==> src/rtl/s27_bist_pkg.sv <==
// Shared types and constants for the s27 BIST controller: FSM states, LFSR taps,
// flush vector and the LFSR step function used by both generator and MISR.
package s27_bist_pkg;

  localparam int unsigned SIG_W = 16;

  // x^16+x^14+x^13+x^11+1 -> feedback from bits 15,13,12,10
  localparam logic [SIG_W-1:0] LFSR_TAPS    = 16'hB400;
  localparam logic [SIG_W-1:0] DEFAULT_SEED = 16'hACE1;

  // Packed as {G3,G2,G1,G0}
  localparam logic [3:0] FLUSH_VEC = 4'b1100;

  typedef enum logic [2:0] {
    ST_IDLE,
    ST_FLUSH,
    ST_RUN,
    ST_CMP,
    ST_DONE
  } state_e;

  function automatic logic [SIG_W-1:0] lfsr_step(input logic [SIG_W-1:0] v, input logic sin);
    return {v[SIG_W-2:0], (^(v & LFSR_TAPS)) ^ sin};
  endfunction

endpackage

==> src/rtl/lfsr16.sv <==
// 16-bit Fibonacci LFSR with synchronous load and an optional serial input,
// usable as a pattern generator (serial input masked) or as a MISR.
module lfsr16
  import s27_bist_pkg::*;
#(
  parameter logic [SIG_W-1:0] RST_VAL = '0
) (
  input  logic             clk,
  input  logic             rst,
  input  logic             load,
  input  logic [SIG_W-1:0] seed,
  input  logic             en,
  input  logic             sin,
  input  logic             sin_en,
  output logic [SIG_W-1:0] q
);

  logic [SIG_W-1:0] q_q, q_d;

  always_comb begin
    q_d = q_q;
    if (load) begin
      q_d = seed;
    end else if (en) begin
      q_d = lfsr_step(q_q, sin & sin_en);
    end
  end

  always_ff @(posedge clk or posedge rst) begin
    if (rst) q_q <= RST_VAL;
    else     q_q <= q_d;
  end

  assign q = q_q;

endmodule

==> src/rtl/s27_bist_ctrl.sv <==
// BIST controller for the s27 core: flushes the core, applies pseudo-random
// vectors, compacts G17 into a 16-bit MISR and compares against a golden value.
module s27_bist_ctrl
  import s27_bist_pkg::*;
#(
  parameter int unsigned      NPAT_W       = 8,
  parameter int unsigned      FLUSH_CYCLES = 3,
  parameter logic [SIG_W-1:0] SEED         = DEFAULT_SEED
) (
  input  logic              CK,
  input  logic              RST,
  input  logic              start,
  input  logic [NPAT_W-1:0] npat,
  input  logic [SIG_W-1:0]  golden,
  input  logic              G17,
  output logic              G0,
  output logic              G1,
  output logic              G2,
  output logic              G3,
  output logic              busy,
  output logic              done,
  output logic              pass,
  output logic [SIG_W-1:0]  signature
);

  localparam logic [NPAT_W-1:0] FLUSH_LAST = NPAT_W'(FLUSH_CYCLES - 1);

  state_e            state_q, state_d;
  logic [NPAT_W-1:0] cnt_q, cnt_d;
  logic [NPAT_W-1:0] npat_q, npat_d;
  logic [3:0]        pins_q, pins_d;
  logic              pass_q, pass_d;
  logic              lfsr_load, lfsr_en;
  logic [SIG_W-1:0]  pat_q, pat_step, misr_q;

  lfsr16 #(.RST_VAL(SEED)) u_pat (
    .clk(CK), .rst(RST), .load(lfsr_load), .seed(SEED), .en(lfsr_en),
    .sin(1'b0), .sin_en(1'b0), .q(pat_q)
  );

  lfsr16 #(.RST_VAL('0)) u_misr (
    .clk(CK), .rst(RST), .load(lfsr_load), .seed('0), .en(lfsr_en),
    .sin(G17), .sin_en(1'b1), .q(misr_q)
  );

  assign pat_step = lfsr_step(pat_q, 1'b0);

  // Pins are loaded with the vector for the coming state, so during RUN the
  // pins always equal pat_q[3:0] in the same cycle G17 is compacted.
  always_comb begin
    state_d   = state_q;
    cnt_d     = cnt_q;
    npat_d    = npat_q;
    pins_d    = FLUSH_VEC;
    pass_d    = pass_q;
    lfsr_load = 1'b0;
    lfsr_en   = 1'b0;
    case (state_q)
      ST_IDLE: begin
        if (start) begin
          npat_d    = npat;
          cnt_d     = '0;
          pass_d    = 1'b0;
          lfsr_load = 1'b1;
          state_d   = ST_FLUSH;
        end
      end
      ST_FLUSH: begin
        cnt_d = cnt_q + 1'b1;
        if (cnt_q == FLUSH_LAST) begin
          cnt_d = '0;
          if (npat_q != '0) begin
            state_d = ST_RUN;
            pins_d  = pat_q[3:0];
          end else begin
            state_d = ST_CMP;
          end
        end
      end
      ST_RUN: begin
        lfsr_en = 1'b1;
        cnt_d   = cnt_q + 1'b1;
        if (cnt_q == npat_q - 1'b1) state_d = ST_CMP;
        else                        pins_d  = pat_step[3:0];
      end
      ST_CMP: begin
        pass_d  = (misr_q == golden);
        state_d = ST_DONE;
      end
      ST_DONE: state_d = ST_IDLE;
      default: state_d = ST_IDLE;
    endcase
  end

  always_ff @(posedge CK or posedge RST) begin
    if (RST) begin
      state_q <= ST_IDLE;
      cnt_q   <= '0;
      npat_q  <= '0;
      pins_q  <= FLUSH_VEC;
      pass_q  <= 1'b0;
    end else begin
      state_q <= state_d;
      cnt_q   <= cnt_d;
      npat_q  <= npat_d;
      pins_q  <= pins_d;
      pass_q  <= pass_d;
    end
  end

  assign {G3, G2, G1, G0} = pins_q;
  assign busy      = (state_q == ST_FLUSH) || (state_q == ST_RUN) || (state_q == ST_CMP);
  assign done      = (state_q == ST_DONE);
  assign pass      = pass_q;
  assign signature = misr_q;

endmodule

==> config.mk <==
export PLATFORM = sky130hd
export DESIGN_NAME = s27_bist_ctrl
export DESIGN_NICKNAME = d
export VERILOG_FILES = /design/src/rtl/s27_bist_pkg.sv /design/src/rtl/lfsr16.sv /design/src/rtl/s27_bist_ctrl.sv
export SDC_FILE = /design/constraint.sdc
export NUM_CORES = 1
export LEC_CHECK = 0
export ABC_CLOCK_PERIOD_IN_PS = 2300
export BUFFER_PORTS_ARGS = -buffer_cell sky130_fd_sc_hd__buf_4
export CORE_MARGIN = 5
export CORE_UTILIZATION = 30
export DETAILED_ROUTE_END_ITERATION = 8
export SYNTH_ARGS = -nofsm -noshare
export SYNTH_HDL_FRONTEND = slang
export SYNTH_SLANG_ARGS = --single-unit
==> constraint.sdc <==
create_clock -name CK -period 2.3 [get_ports CK]
set_input_delay 0.115 -clock CK [delete_from_list [all_inputs] [get_ports CK]]
set_output_delay 0.115 -clock CK [all_outputs]
set_load 0.005 [all_outputs]
==> out/results.ini <==
[logic_synthesis]
synthArstFlopShare_pct=100.0
ys_ff_latch=56
synthesis.area_mm2=0.002861
yosysSeqAreaShare_pct=49.41
synthFlopType=dfrtp_1
ys_types=43
syn-num-nets=286
synthesis.instances=254
synth_top_family_by_area=compound AO/OA/AOI/OAI gates
synthMuxAreaShare_pct=3.498
synth_compound_area_share_pct=15.13
synthXorXnorAreaFrac_pct=12.24
synth_adder_area_share_pct=1.749
synthSimpleGateAreaFrac_pct=14.74
ys.warnings.count=0
synth-edff-count=0
syn_avg_cell_area_um2=11.27

[clock_network]
cts-resized-gates=0
cts_root_buf=clkbuf_8
clk_pin_slew_ps=100
clk_latency_ps=300
cts_max_level=2
cts_made_buffers=5
post_cts_buffers=0
cts_tree=built
cts_buffer_depth=2
cts.sinks=56

[cells_and_area]
fin_cells=438
layout_common_cells=buf_4, dfrtp_1, xor2_1
diodes=0
nFillCells=952
drive_gt1_share_pct=31.39
area_delta_synth_final_pct=22.74
fin_nets=340
final_common_cell=buf_4

[routing]
routed_wl_mm=6.378
vias=2078
drt_iter0_markers=67
wl_per_cell_um=14.56
drcViolationCount=0
viasPerCell=4.744
drt-pass1-iter-count=4
ant_nets=0

[timing]
setup_viol=0
min_period_over_period_pct=91.44
worst_slew_pin_slew_ps=1066
max_freq_mhz=475.5
rsz0062_at_grt=false
hold_ws_ps=38.60
slew_violations=0
relSlewSlack_pct=28.94
hold_viol=0
min_period_ps=2103
tns_ps=0
finClkSkew_ps=3.928

[pwr]
power_frac_seq_pct=43.5
vdd_drop_max_mv=0.3797
p_sw_mw=1.509
p_int_mw=2.301
pwr-share-clk_pct=14.2
swShare_pct=39.61
powerDensity_mw_per_mm2=1085
comb_power_share_pct=42.3
p_leak_nw=1.617

[critical_path]
timing.rr.start=npat_q[0]
start_kind=flop
rr_endpoint=pins_q[1]
crit_required_ps=2480
worstPathMaxFanout=8
arrival_ps=2280
cp-end-kind=flop
rrSetupSlack_ps=200
rr_worst_depth=7
critPathKind=reg -> reg

[floorplanning]
io_pins=51
dieHeight_um=107.7
rows=35
die_area_mm2=0.01159
fp.coreArea_mm2=0.009284
fp.dieW_um=107.7
start_util_pct=30.82

[worst_hold_path]
min_to=npat_q[7]
holdCritStartpoint=npat[7]
hp-class=in -> reg
worstHoldPathCells=2

[flow_run]
cap_violations=0

[status]
outcome=finished clean

[global_route]
grt_pass1_vias=2197
track_usage_pct=11.54
grt_max_degree=35
grt_overflow_total=0
antenna_found_initial=0
grt_pass1_wl_mm=10.87

[placed_design]
io_buffers=50
place_hpwl_mm=4.703
gp_congestion=0.7900
placedCellCount=429

==> metrics by stage <==
step                setup slack, ps  instance area, um^2  utilization [%]  power (mW)
floorplan                     146.4                 2861                -       2.810
global placement              245.9                 3413            36.77       3.273
detailed placement            179.4                 3413            36.77       3.310
CTS                           164.4                 3512            37.83       3.866
global route                  39.81                 3512            37.83       4.115
finish                        197.0                 3512            37.83       3.810
==> worst max-delay path, stage by stage, from the launching register on <==
cell	delay, ps
dfrtp_1	360
inv_1	60
ha_1	300
o21bai_1	210
a2111oi_2	380
a311oi_2	100
a2111oi_4	430
o22ai_1	150
==> area by class of cell <==
cell class	count	area, um^2	share of cell area, %
flip-flops and latches	56	1414	40.26
multi-input cells	177	1361	38.76
repair buffers	61	460.4	13.11
well taps	129	161.4	4.596
clock buffers	6	72.57	2.066
inverters	7	26.28	0.7481
clock inverters	2	16.27	0.4631
==> cell usage after synthesis (all sizes together) (5+ instances only) <==
| cell | number | area share, % |
|---|---|---|
| dfrtp | 46 | 40 |
| xor2 | 28 | 8.6 |
| a22o | 21 | 6.4 |
| nand2 | 20 | 2.6 |
| nor2 | 16 | 2.1 |
| xnor2 | 12 | 3.7 |
| buf | 10 | 1.8 |
| dfstp | 10 | 9.2 |
| nand3 | 10 | 1.7 |
| mux2 | 8 | 3.1 |
| inv | 7 | 0.92 |
| nor4 | 6 | 2.4 |
| nand4 | 5 | 1.1 |
| nor3 | 5 | 1.7 |
==> layer usage <==
metal	wire length (um)	part of all wire [%]	GRT usage, %
met4	35	0.55	2.795
met3	301	4.7	2.939
met5	0	0	0
met1	3034	48	15.64
met2	3007	47	18.43
==> logic make-up after synthesis <==
group	Yosys count
muxes	9
and+or+nand+nor	75
buffers and inverters	21
AOI/OAI and AO/OA	49
DFF	56
xor gates and xnor gates	40
adders and majority gates	4
==> timing repair <==
item / CTS / global route
hold buffers: 1 / 0
endpoints found under the setup margin: 0 / 0
hold endpoints to repair: 22 / 0
==> state kept, by name (all words and copies together) (netlist names) <==
| register | flops |
|---|---|
| cnt_q | 8 |
| npat_q | 8 |
| pass | 1 |
| pins_q | 4 |
| state_q | 3 |
| u_misr.q | 16 |
| u_pat.q | 16 |
==> power groups by stage <==
stage	sequential (mW)	combinational [mW]	clock, mW
after detailed placement	1.68	1.63	0
after global routing	1.71	1.79	0.613
after CTS	1.66	1.64	0.567
after floorplan	1.56	1.25	0
after global placement	1.67	1.60	0
final	1.66	1.61	0.542
==> worst max-delay path by stage <==
| stage | start | end | slack, ps | cells after the start |
|---|---|---|---|---|
| global route | npat_q[0] | pins_q[1] | 40 | 7 |
| finish | npat_q[0] | pins_q[1] | 200 | 7 |
| detailed placement | npat_q[0] | pins_q[1] | 180 | 7 |
| CTS | npat_q[0] | pins_q[1] | 160 | 7 |
| floorplan | npat_q[0] | pins_q[1] | 150 | 9 |
| global placement | npat_q[0] | pins_q[1] | 250 | 7 |
No activity file was read; power rests on OpenSTA's default activity.
